--- src/rtl/updown_counter_7seg.sv ---
// updown_counter_7seg
//   A prescaler produces a one-cycle tick enable from the board clock. On each
//   tick a 4-bit value (0..15) steps up or down with wrap-around. The value is
//   split into tens and units digits, and each digit drives an active-low
//   7-segment display.
//
// Ports
//   clk      board clock, all state on its rising edge
//   rst      asynchronous reset, active-low
//   up       direction: 1 = increment, 0 = decrement (sampled on tick edges)
//   timer    rate select: 0 = tick every fpga_freq cycles, 1 = every fpga_freq/2
//   decsegm  tens-digit segments, active-low, bit0 = a ... bit6 = g
//   unisegm  units-digit segments, active-low, bit0 = a ... bit6 = g
module updown_counter_7seg #(
  parameter int fpga_freq = 50_000_000
) (
  input  logic       clk,
  input  logic       rst,
  input  logic       up,
  input  logic       timer,
  output logic [6:0] decsegm,
  output logic [6:0] unisegm
);

  localparam int CntW = $clog2(fpga_freq);
  localparam logic [CntW-1:0] SlowLast = CntW'(fpga_freq - 1);
  localparam logic [CntW-1:0] FastLast = CntW'(fpga_freq / 2 - 1);

  logic [CntW-1:0] count_q, count_d;
  logic [CntW-1:0] periodLast;
  logic            tick;
  logic [3:0]      value_q, value_d;
  logic            isTens;
  logic [3:0]      tens, units;

  // Segment pattern for one decimal digit. Codes 10..15 cannot occur and blank.
  function automatic logic [6:0] decode7(input logic [3:0] digit);
    logic [6:0] seg;
    case (digit)
      4'd0:    seg = 7'b1000000;
      4'd1:    seg = 7'b1111001;
      4'd2:    seg = 7'b0100100;
      4'd3:    seg = 7'b0110000;
      4'd4:    seg = 7'b0011001;
      4'd5:    seg = 7'b0010010;
      4'd6:    seg = 7'b0000010;
      4'd7:    seg = 7'b1111000;
      4'd8:    seg = 7'b0000000;
      4'd9:    seg = 7'b0010000;
      default: seg = 7'b1111111;
    endcase
    return seg;
  endfunction

  // Prescaler. The >= compare, rather than ==, means that switching to the
  // fast rate while the count already sits past the new terminal value fires
  // a tick on the next edge instead of running off to the top of the counter.
  // The tick is held low while reset is asserted.
  always_comb begin
    periodLast = timer ? FastLast : SlowLast;
    tick       = rst & (count_q >= periodLast);
    count_d    = tick ? '0 : count_q + CntW'(1);
  end

  // Value update, only on tick cycles; 4-bit arithmetic gives the 15<->0 wrap.
  always_comb begin
    value_d = value_q;
    if (tick) begin
      value_d = up ? value_q + 4'd1 : value_q - 4'd1;
    end
  end

  always_ff @(posedge clk or negedge rst) begin
    if (!rst) begin
      count_q <= '0;
      value_q <= 4'd0;
    end else begin
      count_q <= count_d;
      value_q <= value_d;
    end
  end

  // Tens/units split and decode, combinational from the value register so the
  // display changes in the same cycle as the tick edge.
  always_comb begin
    isTens  = (value_q >= 4'd10);
    tens    = isTens ? 4'd1 : 4'd0;
    units   = isTens ? value_q - 4'd10 : value_q;
    decsegm = decode7(tens);
    unisegm = decode7(units);
  end

endmodule

--- config.mk ---
export PLATFORM = sky130hd
export DESIGN_NAME = updown_counter_7seg
export DESIGN_NICKNAME = d
export VERILOG_FILES = /design/src/rtl/updown_counter_7seg.sv
export SDC_FILE = /design/constraint.sdc
export NUM_CORES = 1
export LEC_CHECK = 0
export CORE_MARGIN = 1.5
export CORE_UTILIZATION = 60
export DETAILED_ROUTE_END_ITERATION = 10
export MAX_ROUTING_LAYER = met4
export PLACE_DENSITY = 0.79
export SYNTH_ARGS = -nofsm -noshare
export SYNTH_HDL_FRONTEND = slang
export SYNTH_SLANG_ARGS = --single-unit
--- constraint.sdc ---
create_clock -name clk -period 4.5 [get_ports clk]
set_input_delay 0.9 -clock clk [delete_from_list [all_inputs] [get_ports clk]]
set_output_delay 0.9 -clock clk [all_outputs]
set_load 0.02 [all_outputs]
==> results of run 1 <==
## report_power, final
| part | internal, mW | total, mW | switching [mW] | leakage [nW] |
|---|---|---|---|---|
| combinational | 0.422 | 0.905 | 0.483 | 0.594 |
| sequential | 0.389 | 0.544 | 0.155 | 0.387 |
| clock | 0.0757 | 0.168 | 0.0922 | 0.0353 |
| total | 0.886 | 1.62 | 0.730 | 1.02 |
## registers in the layout, summed over array words and instances (netlist names)
name	cells
count_q	26
value_q	4
## worst max-delay path, stage by stage (launching register included)
cell and delay (ps):
dfrtp_1 470, inv_1 90, o21ai_0 570, inv_1 210, ha_1 250, nor2_1 100, a211oi_1 60, a31oi_1 160
clkdlybuf4s50_1 620
## path summary, 6_finish.rpt
check / endpoint / slack (ps) / cells past startpoint
max: unisegm[4] / 750 / 8
min: count_q[0] / 490 / 1
max reg2reg: count_q[25] / 2490 / 5
min reg2reg: count_q[0] / 490 / 1
max in group asynchronous: count_q[6] / 3240 / 2
min in group asynchronous: count_q[11] / 960 / 2
## cells in the mapped netlist, drive strengths merged
master / instances / area share (%)
xor2: 18 / 7.7
mux2i: 1 / 0.49
or4: 2 / 0.92
a22oi: 2 / 0.74
o21ai: 7 / 1.7
a211o: 1 / 0.43
and4: 5 / 2.4
conb: 2 / 0.37
nand2: 12 / 2.2
xnor2: 7 / 3.0
dfrtp: 30 / 37
a211oi: 2 / 0.74
clkbuf: 2 / 0.37
a2111oi: 1 / 1.3
ha: 18 / 11
and2: 1 / 0.37
nand3: 14 / 4.0
inv: 6 / 1.1
mux2: 1 / 0.55
o211ai: 1 / 0.37
nor2: 26 / 4.8
a21o: 3 / 1.1
o31ai: 1 / 0.37
buf: 12 / 4.8
nor2b: 4 / 1.2
a21oi: 12 / 3.1
and3: 3 / 0.92
or3: 3 / 0.92
nand3b: 1 / 0.37
o21a: 3 / 1.1
fa: 1 / 0.98
nor3: 2 / 1.0
a31oi: 1 / 0.31
nand4: 7 / 2.1
## stage by stage
step / util (%) / cell area, µm² / power, mW / instances
CTS: 70.4 / 2220 / 1.62 / 268
global placement: 68.5 / 2160 / 1.39 / 260
finish: 70.4 / 2220 / 1.62 / 268
floorplan: - / 2040 / 1.14 / 213
detailed placement: 68.5 / 2160 / 1.45 / 260
global route: 70.4 / 2220 / 1.74 / 268
## routing by layer
| layer | track usage, % | part of all wire [%] |
|---|---|---|
| met2 | 40.3 | 51 |
| met1 | 30.2 | 44 |
| met4 | 7.45 | 1.1 |
| met3 | 5.67 | 4.0 |
| met5 | - | 0 |
## cell type report
| cell class | count | share of cell area (%) |
|---|---|---|
| Multi-Input combinational cell | 163 | 52.6 |
| Sequential cell | 30 | 33.8 |
| Timing Repair Buffer | 17 | 7.33 |
| Clock buffer | 7 | 2.48 |
| Inverter | 6 | 1.02 |
| Clock inverter | 1 | 0.226 |
| Tap cell | 44 | 2.48 |
## cells by family (layout without fill, tap and decap cells)
kind of cell	count (synthesis)	count (layout)	synth area share, %
muxes	2	2	1.04
xor gates and xnor gates	25	25	10.7
DFF	30	30	36.8
other	2	3	0.368
and+or+nand+nor	80	80	21.3
buffers and inverters	20	31	6.32
adders and majority gates	19	19	12.0
AOI/OAI and AO/OA	34	34	11.3
==> flow_metrics.py, run 1 <==
metrics = {
    "outcome": {
        "status": "finished, final reports clean",
    },
    "detailed_routing": {
        "drcViolationCount": 0,
        "vias": 1571,
        "finalWirelength_um": 4040,
        "wl_per_cell_um": 15.1,
        "drtIter0Drc": 113,
        "ant_nets": 0,
        "vias_per_cell": 5.86,
        "drtPass1Iterations": 4,
    },
    "floorplan": {
        "num_io_pins": 18,
        "core_um2": 3150,
        "die_h_um": 61.3,
        "fp-row-count": 20,
        "die-area_um2": 3760,
        "start_util_pct": 64.7,
        "fp.dieW_um": 61.3,
    },
    "global_routing": {
        "grt_use_total_pct": 24.6,
        "grt_pass1_vias": 1509,
        "antenna_found_initial": 0,
        "grt_pass1_wl_um": 6640,
        "overflow": 0,
        "grt_max_degree": 33,
    },
    "synthesis": {
        "avgSynthCellArea_um2": 9.62,
        "ys_ff_latch": 30,
        "netlist_area_um2": 2040,
        "ys_warn_count": 0,
        "yosysUniqueCellTypes": 41,
        "yosysSeqAreaShare_pct": 36.8,
        "syn-instance-count": 212,
    },
    "cts": {
        "ctsResizeCount": 0,
        "clock_path_buffers": 2,
        "post-cts-setup-buffers": 0,
        "cts_htree_levels": 2,
        "cts_tree": "built",
        "cts-root-buf": "clkbuf_4",
        "clock-sinks": 30,
        "cts.clk_slew.worst_paths_ps": 90,
        "cts_hold_buf": 0,
        "cts_made_buffers": 5,
        "clock_latency_ps": 320,
    },
    "worst_hold_path": {
        "min_path_type": "reg2reg",
        "min_from": "count_q[0]",
    },
    "worst_setup_path": {
        "worst_ep_required_time_ps": 3600,
        "startpoint_type": "register",
        "crit_type": "reg2out",
        "arrival_ps": 2850,
        "reg2reg_from": "count_q[7]",
        "critPathMaxFanout": 7,
        "cp-startpoint": "value_q[1]",
        "worst_setup_path_end_kind": "primary output",
    },
    "cells_and_area": {
        "final_common_cell": "dfrtp_1",
        "fillers": 249,
        "area_growth_pct": 8.77,
        "post_route_cells_drive_above_1_share_pct": 8.48,
        "antennaDiodeCount": 0,
        "ff_latch_area_um2": 751,
        "final_cell_mix": "dfrtp_1 (30), nor2_1 (26), xor2_1 (18), ha_1 (18), clkdlybuf4s50_1 (14)",
        "multi_input_area_um2": 1170,
        "layout.nets": 246,
    },
    "timing": {
        "fin_ws_ps": 747,
        "setup_tns_ps": 0,
        "relSlewSlack_pct": 54.1,
        "clock.fmax_mhz": 266,
        "rsz0062_at_grt": "false",
        "fin_skew_ps": 8.03,
        "post-route-period-util_pct": 83.4,
        "tightest_slew_ps": 681,
        "finalSetupViolations": 0,
        "timing.hold.ws_ps": 491,
        "drv_slew": 0,
        "hold_viol_final": 0,
        "period_needed_ps": 3750,
    },
    "placed_design": {
        "place.port_buffers": 14,
        "pre_cts_slack_ps": 1150,
        "gp_congestion": 0.790,
        "dp_hpwl_um": 3000,
    },
    "power": {
        "p_per_area_nw_per_um2": 729,
        "ir_drop_mv": 0.740,
        "leakagePower_nw": 1.02,
    },
    "run": {
        "drv_cap": 0,
    },
}
Note: power is estimated with default switching activity, not from simulation.
==> run 2: changes to the inputs <==
- CORE_UTILIZATION: 60 -> 57
- PLACE_DENSITY: 0.79 -> 0.76
- clock period: 4.5 -> 3.5 ns (I/O delays scaled with it)
==> run 2 against run 1 <==
Die area up 5.0%. Global-route usage down 2.2 points. Sequential share of layout area decreased by 0.076 points. Critical path type unchanged. Register-to-register slack got worse by 980 ps. Cell area increased by 0.23%. Combinational power up 28%.
==> flow_metrics.py, run 2 (same netlist as run 1, synthesis figures left out) <==
metrics = {
    "outcome": {
        "status": "finished, final reports clean",
    },
    "placed_design": {
        "place.port_buffers": 14,
        "gp_congestion": 0.952,
        "placed_area_um2": 2170,
        "pre_cts_slack_ps": 356,
        "dp_hpwl_um": 2960,
    },
    "floorplan": {
        "die-area_um2": 3950,
        "core_um2": 3390,
        "die_h_um": 62.8,
        "fp.dieW_um": 62.8,
        "num_io_pins": 18,
        "fp-row-count": 21,
        "start_util_pct": 60.2,
    },
    "cts": {
        "clock-sinks": 30,
        "cts_hold_buf": 0,
        "cts_htree_levels": 2,
        "cts_tree": "built",
        "clock_path_buffers": 2,
        "cts.clk_slew.worst_paths_ps": 90,
        "cts_made_buffers": 5,
        "cts-root-buf": "clkbuf_4",
        "clock_latency_ps": 330,
    },
    "worst_setup_path": {
        "crit_type": "reg2out",
        "worst_ep_required_time_ps": 2800,
        "arrival_ps": 2590,
        "critPathMaxFanout": 11,
        "startpoint_type": "register",
        "r2r_cells": 6,
        "worst_setup_path_end_kind": "primary output",
    },
    "global_routing": {
        "overflow": 0,
        "antenna_found_initial": 0,
        "grt_pass1_vias": 1525,
        "grt_pass1_wl_um": 6860,
        "grt_use_total_pct": 22.4,
        "grt_max_degree": 24,
    },
    "cells_and_area": {
        "top_register": "count_q",
        "post-route-util_pct": 65.6,
        "postLayoutCellArea_um2": 2220,
        "final_common_cell": "dfrtp_1",
        "post_route_cells_drive_above_1_share_pct": 8.97,
        "largest_reg_flops": 26,
        "layout.nets": 247,
        "fillers": 277,
        "area_growth_pct": 9.02,
        "antennaDiodeCount": 0,
        "final_cell_mix": "dfrtp_1 (30), nor2_1 (26), xor2_1 (18), ha_1 (18), clkdlybuf4s50_1 (14)",
        "reg_top3": "count_q x26, value_q x4",
    },
    "timing": {
        "fin_ws_ps": 210,
        "drv_slew": 0,
        "clock.fmax_mhz": 304,
        "fin_skew_ps": 11.1,
        "rsz0062_at_grt": "false",
        "finalSetupViolations": 0,
        "post-route-period-util_pct": 94.0,
        "hold_viol_final": 0,
        "setup_tns_ps": 0,
        "period_needed_ps": 3290,
    },
    "power": {
        "p_per_area_nw_per_um2": 923,
        "ir_drop_mv": 0.777,
        "leakagePower_nw": 1.02,
    },
    "detailed_routing": {
        "wl_per_cell_um": 14.3,
        "drcViolationCount": 0,
        "finalWirelength_um": 3850,
        "vias_per_cell": 5.74,
        "drtIter0Drc": 68,
        "vias": 1545,
        "drtPass1Iterations": 4,
        "ant_nets": 0,
    },
    "worst_hold_path": {
        "min_path_type": "reg2reg",
        "hold_depth": 1,
    },
    "run": {
        "drv_cap": 0,
    },
}
## run 2: metal layers
metal | vias to the layer above | track usage (%) | wire length, µm
met2 | 18 | 37.9 | 1940
li1 | 756 | - | -
met5 | - | - | 0
met1 | 764 | 27.0 | 1750
met3 | 7 | 5.77 | 115
met4 | 0 | 4.72 | 39
## run 2: through the flow
| stage | hold slack [ps] | total power [mW] | std cells |
|---|---|---|---|
| final | 485 | 2.05 | 269 |
| after detailed placement | 477 | 1.84 | 263 |
| after floorplan | 404 | 1.46 | 213 |
| after CTS | 489 | 2.05 | 269 |
| after global placement | 475 | 1.78 | 263 |
| after global routing | 509 | 2.21 | 269 |
## run 2: worst max-delay path, stage by stage (launching register included)
cell             delay [ps]
dfrtp_1                 480
inv_1                   110
ha_1                    200
o21ai_0                 180
buf_4                   200
nor2_1                   90
o21ai_0                 240
o21a_1                  170
clkdlybuf4s50_1         600
## run 2: layout make-up
type	count	area, µm²	share of cell area (%)
multi-input cells	163	1170	52.7
flip-flops and latches	30	751	33.8
well taps	46	57.6	2.59
clock buffers	6	51.3	2.31
repair buffers	18	170	7.65
inverters	6	22.5	1.01
## run 2: worst paths after layout
kind                               end  slack [ps]  startpoint
max                         unisegm[3]         210  value_q[1]
min                         count_q[0]         490  count_q[0]
max reg2reg                 value_q[1]        1510  count_q[6]
min reg2reg                 count_q[0]         490  count_q[0]
max in group asynchronous   value_q[0]        2170         rst
min in group asynchronous  count_q[12]         670         rst
## run 2: what timing repair did
| action | in CTS | in global routing |
|---|---|---|
| pin swaps | 0 | 0 |
| setup endpoints to repair | 1 | 1 |
| buffers inserted | 0 | 0 |
| resized for setup | 1 | 1 |
## run 2: report_power, final
group          total [mW]  switching, mW  internal (mW)  leakage, nW
sequential          0.691          0.191          0.500        0.387
combinational        1.16          0.613          0.543        0.601
clock               0.204          0.114         0.0903       0.0302
